### src/rtl/frac_tick_gen.sv
`default_nettype none
// ============================================================================
// Module  : frac_tick_gen
// Purpose : Fractional-period tick scheduler using a phase accumulator, with a
//           start/stop sequencer and a shadowed configuration handshake.
// Revision: 1.0
// ============================================================================
module frac_tick_gen #(
  parameter int INT_W  = 16,
  parameter int FRAC_W = 8,
  parameter int CNT_W  = 32
) (
  input  logic              clk,
  input  logic              rst,
  input  logic              cfg_valid,
  output logic              cfg_ready,
  input  logic [INT_W-1:0]  cfg_int,
  input  logic [FRAC_W-1:0] cfg_frac,
  output logic              cfg_err,
  input  logic              enable,
  output logic              tick,
  output logic              tgl_out,
  output logic              running,
  output logic [CNT_W-1:0]  tick_cnt
);

  typedef enum logic [1:0] {
    ST_IDLE     = 2'd0,
    ST_RUN      = 2'd1,
    ST_STOPPING = 2'd2
  } state_t;

  state_t              state_q,     state_d;
  logic [INT_W:0]      cnt_q,       cnt_d;
  logic [FRAC_W-1:0]   acc_q,       acc_d;
  logic                act_valid_q, act_valid_d;
  logic [INT_W-1:0]    act_int_q,   act_int_d;
  logic [FRAC_W-1:0]   act_frac_q,  act_frac_d;
  logic                pend_valid_q, pend_valid_d;
  logic [INT_W-1:0]    pend_int_q,  pend_int_d;
  logic [FRAC_W-1:0]   pend_frac_q, pend_frac_d;
  logic                tick_q,      tick_d;
  logic                tgl_q,       tgl_d;
  logic [CNT_W-1:0]    tick_cnt_q,  tick_cnt_d;
  logic                cfg_err_q,   cfg_err_d;

  logic                cfg_xfer;
  logic                cfg_legal;
  logic                at_edge;
  logic [INT_W-1:0]    sel_int;
  logic [FRAC_W-1:0]   sel_frac;
  logic [FRAC_W:0]     phase_sum;

  assign cfg_xfer  = cfg_valid && !pend_valid_q;
  assign cfg_legal = (cfg_int != '0);
  assign at_edge   = (state_q != ST_IDLE) && (cnt_q == (INT_W+1)'(1));

  // A waiting shadow config always wins for the next load of the counter.
  assign sel_int   = pend_valid_q ? pend_int_q  : act_int_q;
  assign sel_frac  = pend_valid_q ? pend_frac_q : act_frac_q;
  assign phase_sum = {1'b0, acc_q} + {1'b0, sel_frac};

  always_comb begin
    state_d      = state_q;
    cnt_d        = cnt_q;
    acc_d        = acc_q;
    act_valid_d  = act_valid_q;
    act_int_d    = act_int_q;
    act_frac_d   = act_frac_q;
    pend_valid_d = pend_valid_q;
    pend_int_d   = pend_int_q;
    pend_frac_d  = pend_frac_q;
    tick_d       = 1'b0;
    tgl_d        = tgl_q;
    tick_cnt_d   = tick_cnt_q;
    cfg_err_d    = 1'b0;

    if (cfg_xfer) begin
      if (!cfg_legal) begin
        cfg_err_d = 1'b1;
      end else if (state_q == ST_IDLE) begin
        act_valid_d = 1'b1;
        act_int_d   = cfg_int;
        act_frac_d  = cfg_frac;
      end else begin
        pend_valid_d = 1'b1;
        pend_int_d   = cfg_int;
        pend_frac_d  = cfg_frac;
      end
    end

    case (state_q)
      ST_IDLE: begin
        // A config parked at the final stop tick is promoted here.
        if (pend_valid_q) begin
          act_valid_d  = 1'b1;
          act_int_d    = pend_int_q;
          act_frac_d   = pend_frac_q;
          pend_valid_d = 1'b0;
        end
        if (enable && (act_valid_q || pend_valid_q)) begin
          state_d = ST_RUN;
          cnt_d   = {1'b0, sel_int};
          acc_d   = '0;
        end
      end

      ST_RUN, ST_STOPPING: begin
        if (at_edge) begin
          tick_d     = 1'b1;
          tgl_d      = ~tgl_q;
          tick_cnt_d = tick_cnt_q + CNT_W'(1);
          acc_d      = phase_sum[FRAC_W-1:0];
          cnt_d      = {1'b0, sel_int} + {{INT_W{1'b0}}, phase_sum[FRAC_W]};
          if (pend_valid_q) begin
            act_valid_d  = 1'b1;
            act_int_d    = pend_int_q;
            act_frac_d   = pend_frac_q;
            pend_valid_d = 1'b0;
          end
        end else begin
          cnt_d = cnt_q - (INT_W+1)'(1);
        end

        if (state_q == ST_RUN) begin
          if (!enable) begin
            state_d = ST_STOPPING;
          end
        end else if (enable) begin
          state_d = ST_RUN;
        end else if (at_edge) begin
          state_d = ST_IDLE;
        end
      end

      default: begin
        state_d = ST_IDLE;
      end
    endcase
  end

  always_ff @(posedge clk) begin
    if (rst) begin
      state_q      <= ST_IDLE;
      cnt_q        <= '0;
      acc_q        <= '0;
      act_valid_q  <= 1'b0;
      act_int_q    <= '0;
      act_frac_q   <= '0;
      pend_valid_q <= 1'b0;
      pend_int_q   <= '0;
      pend_frac_q  <= '0;
      tick_q       <= 1'b0;
      tgl_q        <= 1'b0;
      tick_cnt_q   <= '0;
      cfg_err_q    <= 1'b0;
    end else begin
      state_q      <= state_d;
      cnt_q        <= cnt_d;
      acc_q        <= acc_d;
      act_valid_q  <= act_valid_d;
      act_int_q    <= act_int_d;
      act_frac_q   <= act_frac_d;
      pend_valid_q <= pend_valid_d;
      pend_int_q   <= pend_int_d;
      pend_frac_q  <= pend_frac_d;
      tick_q       <= tick_d;
      tgl_q        <= tgl_d;
      tick_cnt_q   <= tick_cnt_d;
      cfg_err_q    <= cfg_err_d;
    end
  end

  assign cfg_ready = !pend_valid_q;
  assign cfg_err   = cfg_err_q;
  assign tick      = tick_q;
  assign tgl_out   = tgl_q;
  assign running   = (state_q != ST_IDLE);
  assign tick_cnt  = tick_cnt_q;

endmodule
`default_nettype wire

### config.mk
export PLATFORM = sky130hd
export DESIGN_NAME = frac_tick_gen
export DESIGN_NICKNAME = d
export VERILOG_FILES = /design/src/rtl/frac_tick_gen.sv
export SDC_FILE = /design/constraint.sdc
export NUM_CORES = 1
export LEC_CHECK = 0
export ABC_AREA = 1
export CAP_MARGIN = 15
export CORE_ASPECT_RATIO = 0.9
export CORE_MARGIN = 2
export CORE_UTILIZATION = 50
export DETAILED_ROUTE_END_ITERATION = 8
export MAX_ROUTING_LAYER = met4
export PLACE_DENSITY = 0.69
export SYNTH_ARGS = -nofsm -noshare
export SYNTH_HDL_FRONTEND = slang
export SYNTH_SLANG_ARGS = --single-unit
### constraint.sdc
create_clock -name clk -period 7.3 [get_ports clk]
set_input_delay 1.46 -clock clk [delete_from_list [all_inputs] [get_ports clk]]
set_output_delay 1.46 -clock clk [all_outputs]
set_load 0.05 [all_outputs]
## Yosys cells after proc, flatten, opt, wreduce, memory -nomap -nowiden

Index checks and enable logic that the tools add are counted.

| operators by class | value |
|---|---|
| muxes and demuxes | 40 |
| equal/unequal tests | 7 |
| add/subtract/negate cells | 4 |
| bitwise gates (word level) | 4 |
| reduce and logical (&&, ||, !) cells | 17 |

Operator list:

| operator | number |
|---|---|
| 16-bit two-way mux | 6 |
| 8-bit two-way mux | 8 |
| 17-bit two-way mux | 2 |
| 17-bit case mux with 2 select lines | 1 |
| 32-bit by 1-bit adder with 32-bit output (second input constant) | 1 |
| 16-bit case mux with 2 select lines | 1 |
| 8-bit case mux with 2 select lines | 2 |
| 16-bit by 1-bit adder with 17-bit output | 1 |
| 17-bit by 1-bit equality test with 1-bit output (second input constant) | 1 |
| 17-bit by 1-bit subtractor with 17-bit output (second input constant) | 1 |
| 16-bit nonzero test | 1 |
| 1-bit two-way mux | 12 |
| 2-bit two-way mux | 5 |
| 8-bit by 8-bit adder with 9-bit output | 1 |
| 3-bit AND reduction | 3 |
| 2-bit OR reduction | 3 |
| 4-bit != test (second input constant) | 1 |
| 1-bit inverter | 4 |
| 1-bit case mux with 2 select lines | 2 |
| 2-bit case mux with 2 select lines | 1 |
| 2-bit AND reduction | 2 |
| 2-bit nonzero test | 2 |
| 1-bit logical AND | 3 |
| 3-bit != test (second input constant) | 1 |
| 7 further kinds | 7 |

| storage, ports and cells | value |
|---|---|
| word-level logic and storage cells | 85 |
| output and inout bits | 37 |
| flip-flop bits (word level) | 112 |

## Longest topological paths before layout

| depth | value |
|---|---|
| depth after elaboration | 7 |
| depth in mapped cells | 26 |
| gate-level depth less buffers | 24 |

## Worst setup path after synthesis

OpenSTA, ideal clock, no wires.

| timing path | value |
|---|---|
| path type | reg2reg |
| start | register pend_valid_q |
| end | register cnt_q[16] |
| cell stages (with the launch flop) | 25 |
| period minus slack after synthesis | 3.896 ns |
| path slack | 3.404 ns |
| arrival time | 3.825 ns |
| buffers on the path | 3 |
| cells stage by stage | dfxtp_1 > inv_2 > buf_6 > clkbuf_1 > clkbuf_1 > o21ai_0 > ha_1 > inv_1 > fa_1 > inv_1 > nand3_1 > nand2_1 > nand2_1 > a21oi_1 > o21ai_0 > nand2_1 > a21o_1 > ha_1 > ha_1 > nand3_1 > nor2_4 > nand3_1 > o21ai_1 > nand4_1 > a21oi_1 |

| on the way | value |
|---|---|
| cells in the longest elaborated chain, start to end | 5 |

RTL lines:

| what | RTL line | text |
|---|---|---|
| start, declared | 39 | `logic pend_valid_q, pend_valid_d;` |
| start signal, assigned | 164 | `pend_valid_q <= pend_valid_d;` |
| 8-bit two-way mux | 60 | `assign sel_frac = pend_valid_q ? pend_frac_q : act_frac_q;` |
| 8-bit by 8-bit adder with 9-bit output | 61 | `assign phase_sum = {1'b0, acc_q} + {1'b0, sel_frac};` |
| 16-bit by 1-bit adder with 17-bit output | 114 | `cnt_d = {1'b0, sel_int} + {{INT_W{1'b0}}, phase_sum[FRAC_W]};` |
| 17-bit two-way mux | 109 | `if (at_edge) begin` |
| 17-bit case mux with 2 select lines | 92 | `case (state_q)` |
| end signal, assigned | 159 | `cnt_q <= cnt_d;` |
| end, declared | 34 | `logic [INT_W:0] cnt_q, cnt_d;` |

Parallel ways exist; a longest one is shown, timed or not.
A chain may end at the register's enable or synchronous reset.

## Worst setup path after layout

Same ends and word-level chain as after synthesis.

==> results.cfg <==
[logic_synthesis]
synth-seq-area-share_pct = 32.03
synth_area_leaders = dfxtp_1 (32%), nand2_1 (14%), a21oi_1 (10%), o21ai_0 (6.9%), inv_1 (6.8%)
syn_nets = 1150
avgSynthCellArea_um2 = 6.341
async_flop_share_pct = 0
synth_common_cells = nand2_1 (267), a21oi_1 (143), inv_1 (126)
synth_edf_count = 0
yosysMostFrequentCell = nand2_1
synth_top_area_share_pct = 32.03
synth.distinct_cells = 41
syn_inst = 1104
syn_area_um2 = 7000
yosysTopAreaCell = dfxtp_1
ys_ff_latch = 112
yosysWarnings = 0
synth_ff_type = dfxtp_1

[clock_tree]
clk_pin_slew_ns = 0.08
cts_sinks = 112
cts_root_buffer = clkbuf_16
clock_path_buffers = 2
postCtsResizedCells = 0
hold_buffers = 0
cts_tree = built
clock_latency_ns = 0.37
post_cts.repair.setup_buffers = 0
cts_buffers = 9
htree_levels = 3

[place]
place.gp.congestion = 0.9230
io_buffers = 64
place_area_um2 = 7706
dpl.hpwl_um = 13310

[timing]
worst_slew_pin_slew_ns = 1.007
fin_crit_sh_pct = 58.50
hold_violations = 0
final-max-slew-violation-count = 0
clock_skew_ns = 0.007740
holdWs_ns = 0.4734
max_freq_mhz = 234.2
setup_violations = 0
final.min_clock_period_ns = 4.270
fin_setup_tns_ns = 0
slew_headroom_pct = 32.64
rsz0062_at_grt = no

[setup_path]
startpoint_type = flop
reg2regPathDepth = 22
rrSetupSlack_ns = 3.03
critical_path_buf_inv_count = 4
worstPathMaxFanout = 60
rr_endpoint = cnt_q[16]
critPathMaxStageDelay_ns = 0.49
cp_cell_sequence = buf_4 -> inv_2 -> o21ai_0 -> ha_1 -> inv_1 -> fa_1 -> inv_1 -> nand3_1 -> nand2_1 -> nand2_1 -> a21oi_1 -> o21ai_0 -> nand2_1 -> a21o_1 -> ha_1 -> ha_1 -> nand3_1 -> nor2_4 -> nand3_1 -> o21ai_1 -> nand4_1 -> a21oi_1
r2r_start = pend_valid_q
worstPathRequired_ns = 7.60
cp-startpoint = pend_valid_q
cp_top_family = buffers and inverters
cp-end-kind = flop
crit_path_top_delay_cell = buf_4
crit_end = cnt_q[16]
cp.arrival_ns = 4.57
cp.depth = 22
crit_type = flop to flop

[floorplan]
coreArea_um2 = 13850
die_w_um = 128.7
rows = 41
io_pins = 65
fp.dieArea_um2 = 14960
initial_core_util_pct = 50.54
fp.dieH_um = 116.3

[final_layout]
diodes = 0
syn_to_final_growth_pct = 14.44
final_area_um2 = 8011
fin_util_pct = 57.84
fillCellCount = 1404
drive_above_1_share_pct = 5.066
nNetsFinal = 1187

[power_and_ir_drop]
switching_share_pct = 45.98
clkPwrFrac_pct = 19.8
seq_power_share_pct = 30.9
leakage_nw = 3.203
ir_drop_v = 0.0001698
switchingPower_w = 0.001212
power_density_nw_per_um2 = 329.1
internal_power_w = 0.001424
power_w = 0.002637
combPwrFrac_pct = 49.3

[route]
wirelength_um = 18540
wl_per_cell_um = 14.08
routed-via-count = 7052
drcViolationCount = 0
viasPerCell = 5.355
initialDrtViolationCount = 547
ant_nets = 0
first_pass_iters = 5

[global_route]
top_usage_layer = met2
grt_pass1_vias = 6441
grt_util_met1_pct = 36.73
overflow = 0
grt_use_total_pct = 26.79
antenna_found_initial = 0
met2_usage_pct = 40.46
use_met3_pct = 3.940
grt_pass1_wl_um = 31370
grt_max_degree = 61

[outcome]
outcome = completed

[min_path]
hp-class = flop to flop

[flow_run]
drv_cap = 0
cell families (layout without fill, tap and decap cells):
| family | after synthesis | after routing | share of synthesized area, % |
|---|---|---|---|
| compound gates | 278 | 278 | 20.93 |
| simple gates | 488 | 488 | 29.90 |
| buf+inv | 178 | 219 | 10.04 |
| xor+xnor | 29 | 29 | 3.628 |
| flops | 112 | 112 | 32.03 |
| mux | 1 | 1 | 0.1430 |
| fa+ha+maj | 18 | 18 | 3.324 |
per-stage QoR:
step	instances	setup WS [ns]
final	1317	3.030
after global routing	1317	2.509
after CTS	1317	3.066
after detailed placement	1302	3.112
after global placement	1302	3.205
after floorplan	1104	3.404
worst min path at each step:
stage,to,from,slack (ns),cells past startpoint
finish,acc_q[7],acc_q[7],0.47,2
global route,act_frac_q[2],act_frac_q[2],0.50,2
CTS,acc_q[7],acc_q[7],0.48,2
detailed placement,acc_q[7],acc_q[7],0.46,2
global placement,acc_q[7],acc_q[7],0.46,2
floorplan,pend_frac_q[0],pend_frac_q[0],0.44,2
registers in the layout, summed over array words and instances, names as in the netlist, 2 cells and up:
| name | flops |
|---|---|
| state_q | 2 |
| act_frac_q | 8 |
| acc_q | 8 |
| pend_int_q | 16 |
| act_int_q | 16 |
| cnt_q | 17 |
| tick_cnt | 32 |
| pend_frac_q | 8 |
layer usage:
metal | vias up | part of all wire (%)
li1 | 3680 | -
met1 | 3177 | 50
met2 | 167 | 43
met3 | 28 | 4.5
met4 | 0 | 2.1
met5 | - | 0
worst min-delay path: cells and delay by family, from the launching register on:
kind	cells	cell delay (ns)
and+or+nand+nor	1	0.06
DFF	1	0.32
AOI/OAI and AO/OA	1	0.05
cell type report:
cell class | count | area, µm² | share of cell area (%)
Clock inverter | 4 | 52.55 | 0.6559
Inverter | 133 | 499.2 | 6.231
Multi-Input combinational cell | 814 | 4055 | 50.62
Clock buffer | 11 | 252.7 | 3.155
Tap cell | 172 | 215.2 | 2.686
Timing Repair Buffer | 71 | 693.2 | 8.652
Sequential cell | 112 | 2243 | 28.00
layout by cell type (no fill, tap or decap), types with 8 or more instances in the layout:
cell	count
a31oi_1	12
o21ai_0	97
clkbuf_16	9
inv_1	125
nor3_1	18
nand3_1	40
nor2_1	109
dfxtp_1	111
ha_1	17
xor2_1	22
nand4_1	20
clkdlybuf4s50_1	64
nand2_1	267
o21ai_1	8
a21oi_1	143
power by group through the flow:
stage	Sequential [W]	Clock [W]	Combinational [W]
floorplan	0.000812	0	0.00101
global placement	0.000825	0	0.00128
detailed placement	0.000826	0	0.00129
CTS	0.000813	0.000533	0.00130
global route	0.000832	0.000549	0.00149
finish	0.000814	0.000522	0.00130
No activity file was read; power rests on OpenSTA's default activity.
